[src/rtl/dca_lsu_inst_sequencer.sv]
// LSU instruction sequencer: gates operand channels, hands one instruction at a time
// downstream, and tracks outstanding write credits for fences and group drains.
module dca_lsu_inst_sequencer #(
    parameter  int NUM_CH       = 3,
    parameter  int BW_INST      = 32,
    parameter  int CREDIT_DEPTH = 4,
    localparam int BW_CREDIT    = $clog2(CREDIT_DEPTH + 1)
) (
    input  logic                 clk,
    input  logic                 rst,
    input  logic                 clear,
    input  logic                 enable,
    input  logic                 inst_valid,
    input  logic [BW_INST-1:0]   inst_data,
    input  logic [NUM_CH-1:0]    inst_ch_req,
    input  logic                 inst_wr,
    input  logic                 inst_fence,
    input  logic                 inst_last,
    output logic                 inst_ready,
    input  logic [NUM_CH-1:0]    ch_ready,
    output logic [NUM_CH-1:0]    ch_issue,
    output logic                 down_valid,
    output logic [BW_INST-1:0]   down_data,
    input  logic                 down_done,
    input  logic                 wr_ack,
    output logic [BW_CREDIT-1:0] credit_count,
    output logic                 busy,
    output logic                 group_done,
    output logic                 err_underflow
);

    // state     | meaning
    // IDLE      | ready to accept the next instruction
    // WAIT_DONE | instruction presented downstream, waiting for down_done
    // DRAIN     | last instruction of a group done, waiting for credits to return
    typedef enum logic [1:0] {
        IDLE      = 2'd0,
        WAIT_DONE = 2'd1,
        DRAIN     = 2'd2
    } state_t;

    localparam logic [BW_CREDIT-1:0] CREDIT_MAX = BW_CREDIT'(CREDIT_DEPTH);
    localparam logic [BW_CREDIT-1:0] CREDIT_ONE = BW_CREDIT'(1);

    state_t state_q;
    state_t state_d;
    logic   last_q;
    logic   accept;
    logic   ch_ok;
    logic   credit_ok;
    logic   fence_ok;
    logic   drain_done;
    logic   credit_inc;
    logic   credit_dec;

    // every requested channel must be ready; unrequested channels are don't-care
    assign ch_ok     = &(ch_ready | ~inst_ch_req);
    assign credit_ok = ~inst_wr | (credit_count < CREDIT_MAX);
    assign fence_ok  = ~inst_fence | (credit_count == '0);

    // rst and clear gate accept so nothing is handed out while control is being reset
    assign accept = ~rst & ~clear & enable & inst_valid & (state_q == IDLE)
                  & ch_ok & credit_ok & fence_ok;

    assign drain_done = (state_q == DRAIN)
                      & ((credit_count == '0) | ((credit_count == CREDIT_ONE) & wr_ack));

    assign inst_ready = accept;
    assign ch_issue   = accept ? inst_ch_req : '0;
    assign down_valid = (state_q == WAIT_DONE);
    assign busy       = (state_q != IDLE);

    always_ff @(posedge clk or posedge rst) begin
        if (rst) begin
            state_q <= IDLE;
        end else begin
            state_q <= state_d;
        end
    end

    always_comb begin
        state_d    = state_q;
        group_done = 1'b0;
        case (state_q)
            IDLE: begin
                if (accept) begin
                    state_d = WAIT_DONE;
                end
            end
            WAIT_DONE: begin
                if (enable && down_done) begin
                    state_d = last_q ? DRAIN : IDLE;
                end
            end
            DRAIN: begin
                if (drain_done) begin
                    group_done = 1'b1;
                    state_d    = IDLE;
                end
            end
            default: begin
                state_d = IDLE;
            end
        endcase
        if (clear) begin
            state_d    = IDLE;
            group_done = 1'b0;
        end
    end

    always_ff @(posedge clk or posedge rst) begin
        if (rst) begin
            down_data <= '0;
            last_q    <= 1'b0;
        end else if (accept) begin
            down_data <= inst_data;
            last_q    <= inst_last;
        end
    end

    // credits keep counting through clear and regardless of enable
    assign credit_inc = accept & inst_wr;
    assign credit_dec = wr_ack;

    always_ff @(posedge clk or posedge rst) begin
        if (rst) begin
            credit_count  <= '0;
            err_underflow <= 1'b0;
        end else if (credit_inc && !credit_dec) begin
            credit_count <= credit_count + CREDIT_ONE;
        end else if (credit_dec && !credit_inc) begin
            if (credit_count == '0) begin
                err_underflow <= 1'b1;
            end else begin
                credit_count <= credit_count - CREDIT_ONE;
            end
        end
    end

endmodule

[config.mk]
export PLATFORM = sky130hd
export DESIGN_NAME = dca_lsu_inst_sequencer
export DESIGN_NICKNAME = d
export VERILOG_FILES = /design/src/rtl/dca_lsu_inst_sequencer.sv
export SDC_FILE = /design/constraint.sdc
export NUM_CORES = 1
export LEC_CHECK = 0
export CAP_MARGIN = 10
export CORE_AREA = 5 5 71 73
export CTS_CLUSTER_DIAMETER = 30
export DETAILED_ROUTE_END_ITERATION = 7
export DIE_AREA = 0 0 76 78
export PLACE_DENSITY = 0.86
export SLEW_MARGIN = 20
export SYNTH_ARGS = -nofsm -noshare
export SYNTH_HDL_FRONTEND = slang
export SYNTH_SLANG_ARGS = --single-unit
[constraint.sdc]
create_clock -name clk -period 5.15 [get_ports clk]
set_input_delay 1.2875 -clock clk [delete_from_list [all_inputs] [get_ports clk]]
set_output_delay 1.2875 -clock clk [all_outputs]
set_load 0.02 [all_outputs]
# [Word-level counts from Yosys, hierarchy flattened]
# Cells that the tools add are included.
[op_classes] n_addsub=2 order_cmp=1 bitwise=20 mux=13 reduce_logical=13 eq_ne=7
[ops] cell="$mux W3" count=4
[ops] cell="$and A1 B1 Y1" count=10
[ops] cell="$mux W2" count=5
[ops] cell="$reduce_and A3 Y1" count=3
[ops] cell="$ne A3 B3 Y1 const B" count=2
[ops] cell="$pmux W2 S3" count=1
[ops] cell="$not A1 Y1" count=5
[ops] cell="$reduce_bool A2 Y1" count=2
[ops] cell="$add A3 B1 Y3 const B" count=1
[ops] cell="$eq A3 B1 Y1 const B" count=1
[ops] cell="$logic_and A1 B1 Y1" count=3
[ops] cell="$logic_not A3 Y1" count=1
[ops] cell="$lt A3 B3 Y1 const B" count=1
[ops] cell="$mux W1" count=3
[ops] cell="$ne A3 B2 Y1 const B" count=1
[ops] cell="$not A3 Y3" count=1
[ops] cell="$or A1 B1 Y1" count=3
[ops] cell="$or A3 B3 Y3" count=1
[ops] cell="$sub A3 B1 Y3 const B" count=1
[ops] cell="$eq A2 B1 Y1 const B" count=1
[ops] cell="$eq A2 B2 Y1 const B" count=1
[ops] cell="$logic_not A1 Y1" count=2
[ops] cell="$logic_not A2 Y1" count=1
[ops] cell="$ne A2 B1 Y1 const B" count=1
[ops] cell="$reduce_and A2 Y1" count=1
[totals] elab_cells=61 register_bits=39 inputBits=48

# [Longest topological paths before layout]
# Gate-level depths: netlist (run 1).
[depth] word_depth=13 mapped_depth=13 ltp_nobuf=11

# [Least setup slack after synthesis (run 1)]
# No wires, ideal clock.
[synth_timing] path_type="input to output" startpoint="in rst" endpoint="out ch_issue[0]" setup_slack_ns=1.558 required_ns=3.863 arrival_ns=2.305 stages=7 path_cell_list="nand4bb_1 > nor3_2 > nand4_1 > inv_2 > buf_6 > buf_12 > and2_1"
[synth_via] elab_chain_len=9
[synth_lines] element="start, declared" line_no="10" source="input logic rst,"
[synth_lines] element="$not A1 Y1" line_no="62" source="assign accept = ~rst & ~clear & enable & inst_valid & (state_q == IDLE)"
[synth_lines] element="$and A1 B1 Y1 (4 in series)" line_no="62"
[synth_lines] element="$and A1 B1 Y1 (3 in series)" line_no="63" source="& ch_ok & credit_ok & fence_ok;"
[synth_lines] element="net inst_ready" line_no="19" source="output logic inst_ready,"
[synth_lines] element="$mux W3" line_no="69" source="assign ch_issue = accept ? inst_ch_req : '0;"
[synth_lines] element="end, declared" line_no="21" source="output logic [NUM_CH-1:0] ch_issue,"
# The timed path passes the listed nets, and every way through them passes these cells.

# [Worst setup path in the final report (run 1)]
[layout_timing] startpoint="in clear" endpoint="out inst_ready"
[layout_via] elab_chain_len=8
[layout_lines] element="start, declared" line_no="11" source="input logic clear,"
[layout_lines] element="$not A1 Y1" line_no="62"
[layout_lines] element="$and A1 B1 Y1 (4 in series)" line_no="62"
[layout_lines] element="$and A1 B1 Y1 (3 in series)" line_no="63"
[layout_lines] element="end, declared" line_no="19"
# No other way between the ends.

==> run_results.csv, run 1 <==
group,metric,value,unit
clock_tree,post_cts_resized,0,
routing,ant_nets,0,
synth,synth-warning-count,0,
clock_tree,hold_buffers,0,
synth,yosysMostFrequentCell,"dfrtp_1",
synth,synth.top_cell.area_share,0.560,
synth,avgSynthCellArea,14.0,µm²
timing,tightest_slew,0.491,ns
flow_run,cap_viol_max_count,0,
synth,ys_seq_area_frac,0.560,
cells_and_area,utilization,0.652,
clock_tree,clkLatencyLatePin,0.29,ns
timing,hold_viol_final,0,
worst_hold_path,hold_path_class,"register to register",
synth,syn_nets,180,
setup_path,arrival,3.27,ns
floorplan,die_h,78,µm
timing,fin_hold_ws,0.482,ns
status,status,"completed",
pwr,p_total,1.26,mW
cells_and_area,finalNonFillerCells,274,
synth,synthArstFlopShare,1.00,
global_routing,gr-total-overflow,0,
floorplan,io_pins,91,
pwr,leakage,1.25,nW
setup_path,rr_worst_depth,12,
placement,post-place-ws,0.606,ns
setup_path,cp-end-kind,"output pin",
cells_and_area,final_cell_area,0.00280,mm²
clock_tree,cts_sinks,39,
clock_tree,path_clk_slew,0.08,ns
routing,drc,0,
setup_path,crit_fanout,15,
timing,skew,0.00907,ns
setup_path,cp-endpoint,"inst_ready",
placement,postPlaceCellArea,0.00269,mm²
timing,rsz0062_at_grt,"no",
global_routing,antenna_found_initial,0,
global_routing,grt_pass1_wl,7.02,mm
pwr,p_per_area,451,mW/mm²
floorplan,core_region_area,0.00429,mm²
synth,synth_cells,125,
routing,via_per_inst,4.84,
timing,fmax,0.220,GHz
synth,synth_cell_types,27,
floorplan,rows,24,
placement,dp_cells,266,
cells_and_area,area_growth,60.5,%
routing,drt-initial-drc-count,39,
clock_tree,cts_setup_buffers,0,
synth,ys_ff_latch,39,
global_routing,grt_max_degree,40,
synth,synth.area.top_cells,"dfrtp_1 56%, mux2_2 19%, ha_1 5.0%, mux2_4 3.4%, mux2i_1 1.7%",
cells_and_area,final_nets,276,
setup_path,r2r-end,"credit_count[2]",
clock_tree,root_buffer,"clkbuf_8",
setup_path,timing.rr.start,"credit_count[0]",
floorplan,dieArea,0.00593,mm²
global_routing,grt_pass1_vias,1401,
clock_tree,clock_path_buffers,2,
setup_path,worst-setup-path-type,"input port to output pin",
clock_tree,numCtsBuffers,5,
clock_tree,htree_levels,2,
pwr,peakVddDrop,0.280,mV
synth,synthTopCellsByCount,"39 x dfrtp_1, 29 x mux2_2, 7 x ha_1, 7 x inv_1",
clock_tree,tritoncts,"yes",
timing,setup_viol,0,
placement,io_buffers,90,
timing,min_period_over_period,0.884,
timing,slew_headroom,0.673,
timing,period_needed,4.55,ns
cells_and_area,layout-drive-gt1-share,0.212,
cells_and_area,diodes,0,
routing,drt-total-wl,4.19,mm
routing,firstDrtPassIters,4,
placement,dp_hpwl,3.30,mm
timing,finalSetupTns,0,ns
floorplan,initial_core_util,0.406,
floorplan,fp.dieW,76,µm
routing,vias,1326,
global_routing,grtUsageTotal,0.150,
timing,worst_slack,0.596,ns
synth,yosysTopAreaCell,"dfrtp_1",
setup_path,crit_start,"clear",
setup_path,startpoint_type,"input port",
synth,ys_dominant_reg_cell,"dfrtp_1",
routing,wl_per_cell,15.3,µm
setup_path,ff2ff_setup_slack,2.66,ns
setup_path,worstPathRequired,3.86,ns
synth,synth_enable_flop_cells,0,
placement,gp_congestion,0.793,
synth,synth_area,0.00174,mm²
timing,slew_viol_final,0,
==> cells in the final DEF, fill, tap and decap left out, types with 3 or more instances in the layout <==
master and count:
nand2_1 4, inv_1 7, nor2_1 3, and2_1 4
dfrtp_1 39, ha_1 7, clkdlybuf4s50_1 90, mux2i_1 3
buf_4 3, nor3_1 3, mux2_4 4, mux2_2 29
clkbuf_8 5
==> power breakdown <==
part	switching (mW)	internal, mW	total (mW)
clock network	0.109	0.144	0.253
logic	0.248	0.295	0.543
registers	0.0575	0.407	0.465
total	0.414	0.847	1.26
==> kinds of logic (layout without fill, tap and decap cells) <==
family | after synthesis | after routing | share of synthesized area
compound gates | 7 | 7 | 0.0237
simple gates | 22 | 22 | 0.0739
buf+inv | 12 | 109 | 0.0438
mux | 36 | 36 | 0.239
flops | 39 | 39 | 0.560
xor+xnor | 2 | 2 | 0.0100
fa+ha+maj | 7 | 7 | 0.0502
==> layer usage <==
metal	track usage	wire, µm	vias to the layer above
li1	-	-	613
met1	0.180	1710	653
met2	0.246	2100	58
met3	0.0590	368	2
met4	0.0480	14	0
met5	0	0	-
==> how the worst min path moves through the flow <==
stage                        from  cells after the start            end
finish              err_underflow                      1  err_underflow
global route        err_underflow                      1  err_underflow
CTS                 err_underflow                      1  err_underflow
global placement    err_underflow                      1  err_underflow
detailed placement  err_underflow                      1  err_underflow
floorplan                  last_q                      1         last_q
==> layout make-up <==
type | count | area (µm²)
fillers | 352 | 1500
flip-flops and latches | 39 | 976
repair buffers | 93 | 923
multi-input cells | 74 | 692
clock buffers | 5 | 68.8
well taps | 52 | 65.1
clock inverters | 3 | 43.8
inverters | 8 | 30.0
==> worst max-delay path: stages <==
cell,delay [ns]
clkdlybuf4s50_1,0.46
nand4bb_1,0.22
nor3_2,0.12
nand4_1,0.16
inv_2,0.12
buf_4,0.25
clkdlybuf4s50_1,0.65
==> registers in the layout (all words and copies together) (netlist names) <==
name           cells
last_q             1
credit_count       3
state_q            2
down_data         32
err_underflow      1
No activity file was read; power rests on OpenSTA's default activity.
==> run 2: changes to the inputs <==
--- a/config.mk
+++ b/config.mk
@@ -6,11 +6,12 @@
 export NUM_CORES = 1
 export LEC_CHECK = 0
 export CAP_MARGIN = 10
-export CORE_AREA = 5 5 71 73
+export CORE_AREA = 5 5 69 71
+export CTS_BUF_LIST = sky130_fd_sc_hd__clkbuf_8
 export CTS_CLUSTER_DIAMETER = 30
 export DETAILED_ROUTE_END_ITERATION = 7
-export DIE_AREA = 0 0 76 78
-export PLACE_DENSITY = 0.86
+export DIE_AREA = 0 0 74 76
+export PLACE_DENSITY = 0.91
 export SLEW_MARGIN = 20
 export SYNTH_ARGS = -nofsm -noshare
 export SYNTH_HDL_FRONTEND = slang
==> run 2 against run 1 <==
Power increased by 0.94%. Global-route usage increased by 2.1 points. Worst hold slack got worse by 0.015 ns. Worst setup slack improved by 0.046 ns. Critical endpoint is now ch_issue[1].
==> run_results.csv, run 2 (synthesis gave the netlist of run 1 again) <==
group,metric,value,unit
status,status,"completed",
clock_tree,post_cts_resized,0,
timing,fmax,0.222,GHz
setup_path,timing.rr.start,"credit_count[0]",
global_routing,grt_max_degree,29,
cells_and_area,area_growth,60.5,%
setup_path,cpMaxStageDelayCell,"clkdlybuf4s50_1",
pwr,peakVddDrop,0.319,mV
cells_and_area,layout-drive-gt1-share,0.216,
clock_tree,cts_sinks,39,
timing,rsz0062_at_grt,"no",
routing,ant_nets,0,
routing,drc,0,
pwr,p_per_area,455,mW/mm²
routing,wl_per_cell,16.4,µm
setup_path,arrival,3.22,ns
setup_path,crit_buf_inv,3,
clock_tree,cts_setup_buffers,0,
cells_and_area,final_nets,276,
routing,vias,1321,
cells_and_area,seq_area,976,µm²
worst_hold_path,min-delay-start,"err_underflow",
floorplan,rows,24,
clock_tree,hold_buffers,0,
setup_path,slowest_delay,0.60,ns
clock_tree,clkLatencyLatePin,0.29,ns
timing,tightest_slew,0.575,ns
setup_path,cp-end-kind,"output pin",
worst_hold_path,hold_path_end,"err_underflow",
timing,fin_hold_ws,0.468,ns
cells_and_area,layout_commonest_cell,"clkdlybuf4s50_1",
worst_hold_path,hold_depth,1,
setup_path,crit_path_frequent_cell,"clkdlybuf4s50_1",
placement,postPlaceCellArea,0.00269,mm²
timing,period_needed,4.51,ns
cells_and_area,utilization,0.671,
cells_and_area,final_cell_mix,"90 x clkdlybuf4s50_1, 39 x dfrtp_1, 29 x mux2_2",
setup_path,startpoint_type,"input port",
pwr,leakage,1.25,nW
placement,io_buffers,90,
routing,via_per_inst,4.82,
floorplan,die_h,76,µm
clock_tree,tritoncts,"yes",
timing,slew_viol_final,0,
floorplan,fp.dieW,74,µm
cells_and_area,top_register,"down_data",
placement,gp_congestion,0.769,
cells_and_area,multi_input_area,692,µm²
setup_path,crit_fanout,9,
routing,drt-initial-drc-count,48,
floorplan,io_pins,91,
setup_path,ff2ff_setup_slack,2.54,ns
worst_hold_path,hold_path_class,"register to register",
floorplan,dieArea,0.00562,mm²
setup_path,r2r-end,"credit_count[1]",
cells_and_area,final_cell_area,0.00280,mm²
clock_tree,numCtsBuffers,5,
cells_and_area,largest_registers,"down_data x32, credit_count x3, state_q x2",
global_routing,gr-total-overflow,0,
timing,hold_viol_final,0,
setup_path,worst-setup-path-type,"input port to output pin",
timing,skew,0.00479,ns
global_routing,grt_pass1_vias,1481,
floorplan,core_region_area,0.00417,mm²
timing,min_period_over_period,0.875,
flow_run,cap_viol_max_count,0,
cells_and_area,diodes,0,
global_routing,grtUsageTotal,0.171,
floorplan,initial_core_util,0.418,
clock_tree,path_clk_slew,0.07,ns
cells_and_area,nFillCells,300,
routing,drt-total-wl,4.49,mm
setup_path,crit_family,"buffers and inverters",
setup_path,rr_worst_depth,12,
timing,slew_headroom,0.616,
routing,firstDrtPassIters,4,
placement,dp_hpwl,3.56,mm
clock_tree,clock_path_buffers,2,
timing,setup_viol,0,
clock_tree,root_buffer,"clkbuf_8",
clock_tree,htree_levels,2,
timing,finalSetupTns,0,ns
setup_path,worstPathRequired,3.86,ns
global_routing,grt_pass1_wl,7.20,mm
setup_path,crit_chain,"clkdlybuf4s50_1 > nand4bb_1 > nor3_2 > nand4_1 > inv_2 > and2_1 > clkdlybuf4s50_1",
global_routing,antenna_found_initial,0,
cells_and_area,largest_reg_flops,32,
## run 2: per-stage QoR
step	power [mW]	std cells	worst slack (ns)
floorplan	0.741	125	1.56
global placement	1.01	266	0.716
detailed placement	1.02	266	0.647
CTS	1.29	274	0.648
global route	1.34	274	0.547
finish	1.27	274	0.642
## run 2: how the worst max path moves through the flow
stage          start     endpoint  slack, ns  cells past startpoint
2_1_floorplan    rst  ch_issue[0]       1.56                      7
3_3_place_gp   clear  ch_issue[0]       0.72                      7
3_5_place_dp   clear  ch_issue[0]       0.65                      7
4_1_cts        clear  ch_issue[0]       0.65                      7
5_1_grt        clear  ch_issue[1]       0.55                      7
6_report       clear  ch_issue[1]       0.64                      7
## run 2: power breakdown
part / switching [mW] / internal, mW
clock network: 0.111 / 0.144
logic: 0.251 / 0.295
registers: 0.0641 / 0.408
total: 0.426 / 0.847
## run 2: routing by layer
| metal | wire length, µm | GRT usage | vias up |
|---|---|---|---|
| li1 | - | - | 619 |
| met1 | 1710 | 0.194 | 623 |
| met2 | 2060 | 0.261 | 69 |
| met3 | 603 | 0.0950 | 10 |
| met4 | 114 | 0.0743 | 0 |
| met5 | 0 | 0 | - |
## run 2: area by class of cell
class,count,area share
well taps,52,0.0232
clock inverters,3,0.0156
inverters,8,0.0107
clock buffers,5,0.0246
repair buffers,93,0.330
flip-flops and latches,39,0.349
multi-input cells,74,0.247
==> edit: new RTL, flow settings as in run 2 <==
The parameter `NUM_CH` goes from 3 to 6.
--- a/src/rtl/dca_lsu_inst_sequencer.sv
+++ b/src/rtl/dca_lsu_inst_sequencer.sv
@@ -2,5 +2,5 @@
 // downstream, and tracks outstanding write credits for fences and group drains.
 module dca_lsu_inst_sequencer #(
-    parameter  int NUM_CH       = 3,
+    parameter  int NUM_CH       = 6,
     parameter  int BW_INST      = 32,
     parameter  int CREDIT_DEPTH = 4,
Ports: changed (resized ch_issue, ch_ready and inst_ch_req); port bits go from 91 to 100. The function was not compared with the original's and may differ.
==> edit against run 2 <==
Cell area grew 8.6%; sequential cell count is the same; total power down 19%; critical path depth down 1; core utilization up 5.8 points; via count is 6.9% higher; worst setup slack got worse by 140 ps; register-to-register slack got worse by 250 ps; synthesized area rose by 12%; routed wire length up 1.9%; largest power group unchanged; highest routed layer unchanged.
==> edit: results (changes against run 2) <==
stage,metric,value,unit,change
status,status,finished clean,,
place,gp_congestion,0.799,,+3.9%
yosys,synthTopCellsByArea,"dfrtp_1 (50%), mux2_4 (23%), ha_1 (4.5%), buf_12 (3.1%), and2_1 (2.6%)",,
cells_and_area,final.fill_count,288,,-4.0%
power_and_ir_drop,ir_drop,0.203,mV,-36%
grt,grt.total_usage,17.3,%,+0.20 points
place,dp_hpwl,3670,um,+3.0%
routing,vias,1412,,+6.9%
place,pre_cts_ws,499,ps,-148 ps
power_and_ir_drop,intPower,0.701,mW,-17%
routing,met2_length,2470,um,+20%
grt,met3_usage,4.22,%,-5.3 points
yosys,ys_types,29,,+7.4%
cells_and_area,clk_share,2.80,%,-1.2 points
place,post_dp_cell_area,0.00296,mm^2,+10%
cells_and_area,final_cell_count_no_fill,290,,+5.8%
grt,grt_pass1_vias,1586,,+7.1%
grt,grt_pass1_wl,7540,um,+4.7%
yosys,yosys_most_used_dff,dfrtp_1,,
cells_and_area,multi_input_cells,82,,+11%
sta,worst_pin_slew,504,ps,-70.6 ps
grt,met1_usage,19.7,%,+0.36 points
cells_and_area,inverters,7,,-1
yosys,mappedNetlistArea,0.00196,mm^2,+12%
routing,drt-met1-wl,1670,um,-2.0%
yosys,netlist_instances,133,,+6.4%
setup_path,crit_slowest_cell,clkdlybuf4s50_1,,
routing,routed_wl,4580,um,+1.9%
power_and_ir_drop,power.leakage,1.36,nW,+9.0%
clocking,post_cts_resized,0,,unchanged
routing,wl_met3,367,um,-39%
place,io_buffer_count,99,,+10%
yosys,syn_nets,194,,+7.8%
cells_and_area,nNonClkBuffers,102,,+9.7%
sta,finClkSkew,2.29,ps,-2.50 ps
setup_path,critPathArrivalTime,3360,ps,+140 ps
cells_and_area,drive_gt1_share,19.7,%,-1.9 points
routing,drt_iter0_drc,41,,-15%
grt,grt_max_degree,27,,-6.9%
cells_and_area,synthToLayoutAreaGrowth,55.3,%,
setup_path,crit_fanout,11,,+2
power_and_ir_drop,p_sw_share,32.0,%,-1.5 points
cells_and_area,buf_share,33.3,%,+0.34 points
cells_and_area,multi_input_comb_area,875,um^2,+26%
yosys,netlist_top_cells_count,"dfrtp_1 (39), mux2_4 (30), and2_1 (8)",,
grt,use_met2,30.6,%,+4.5 points
==> edit: cell families (layout without fill, tap and decap cells) <==
group | count (synthesis) | after routing | share of synthesized area, %
and+or+nand+nor | 27 | 27 | 7.92
muxes | 36 | 36 | 26.3
AOI/OAI and AO/OA | 10 | 10 | 5.05
xor gates and xnor gates | 2 | 2 | 0.895
adders and majority gates | 7 | 7 | 4.47
DFF | 39 | 39 | 49.8
buffers and inverters | 12 | 117 | 5.56
==> edit: final timing paths <==
path,depth (start not counted),slack (ps),to,start
max,6,500,ch_issue[0],inst_ch_req[2]
min,1,470,err_underflow,err_underflow
max reg2reg,11,2290,credit_count[2],credit_count[0]
min reg2reg,1,470,err_underflow,err_underflow
max in group asynchronous,3,3010,down_data[28],rst
min in group asynchronous,2,1420,down_data[11],rst
==> edit: worst max-delay path, delay by kind of cell <==
kind,cells,cell delay (ps)
AND/OR/NAND/NOR,3,670
AO/OA/AOI/OAI,1,400
buffers and inverters,2,1000
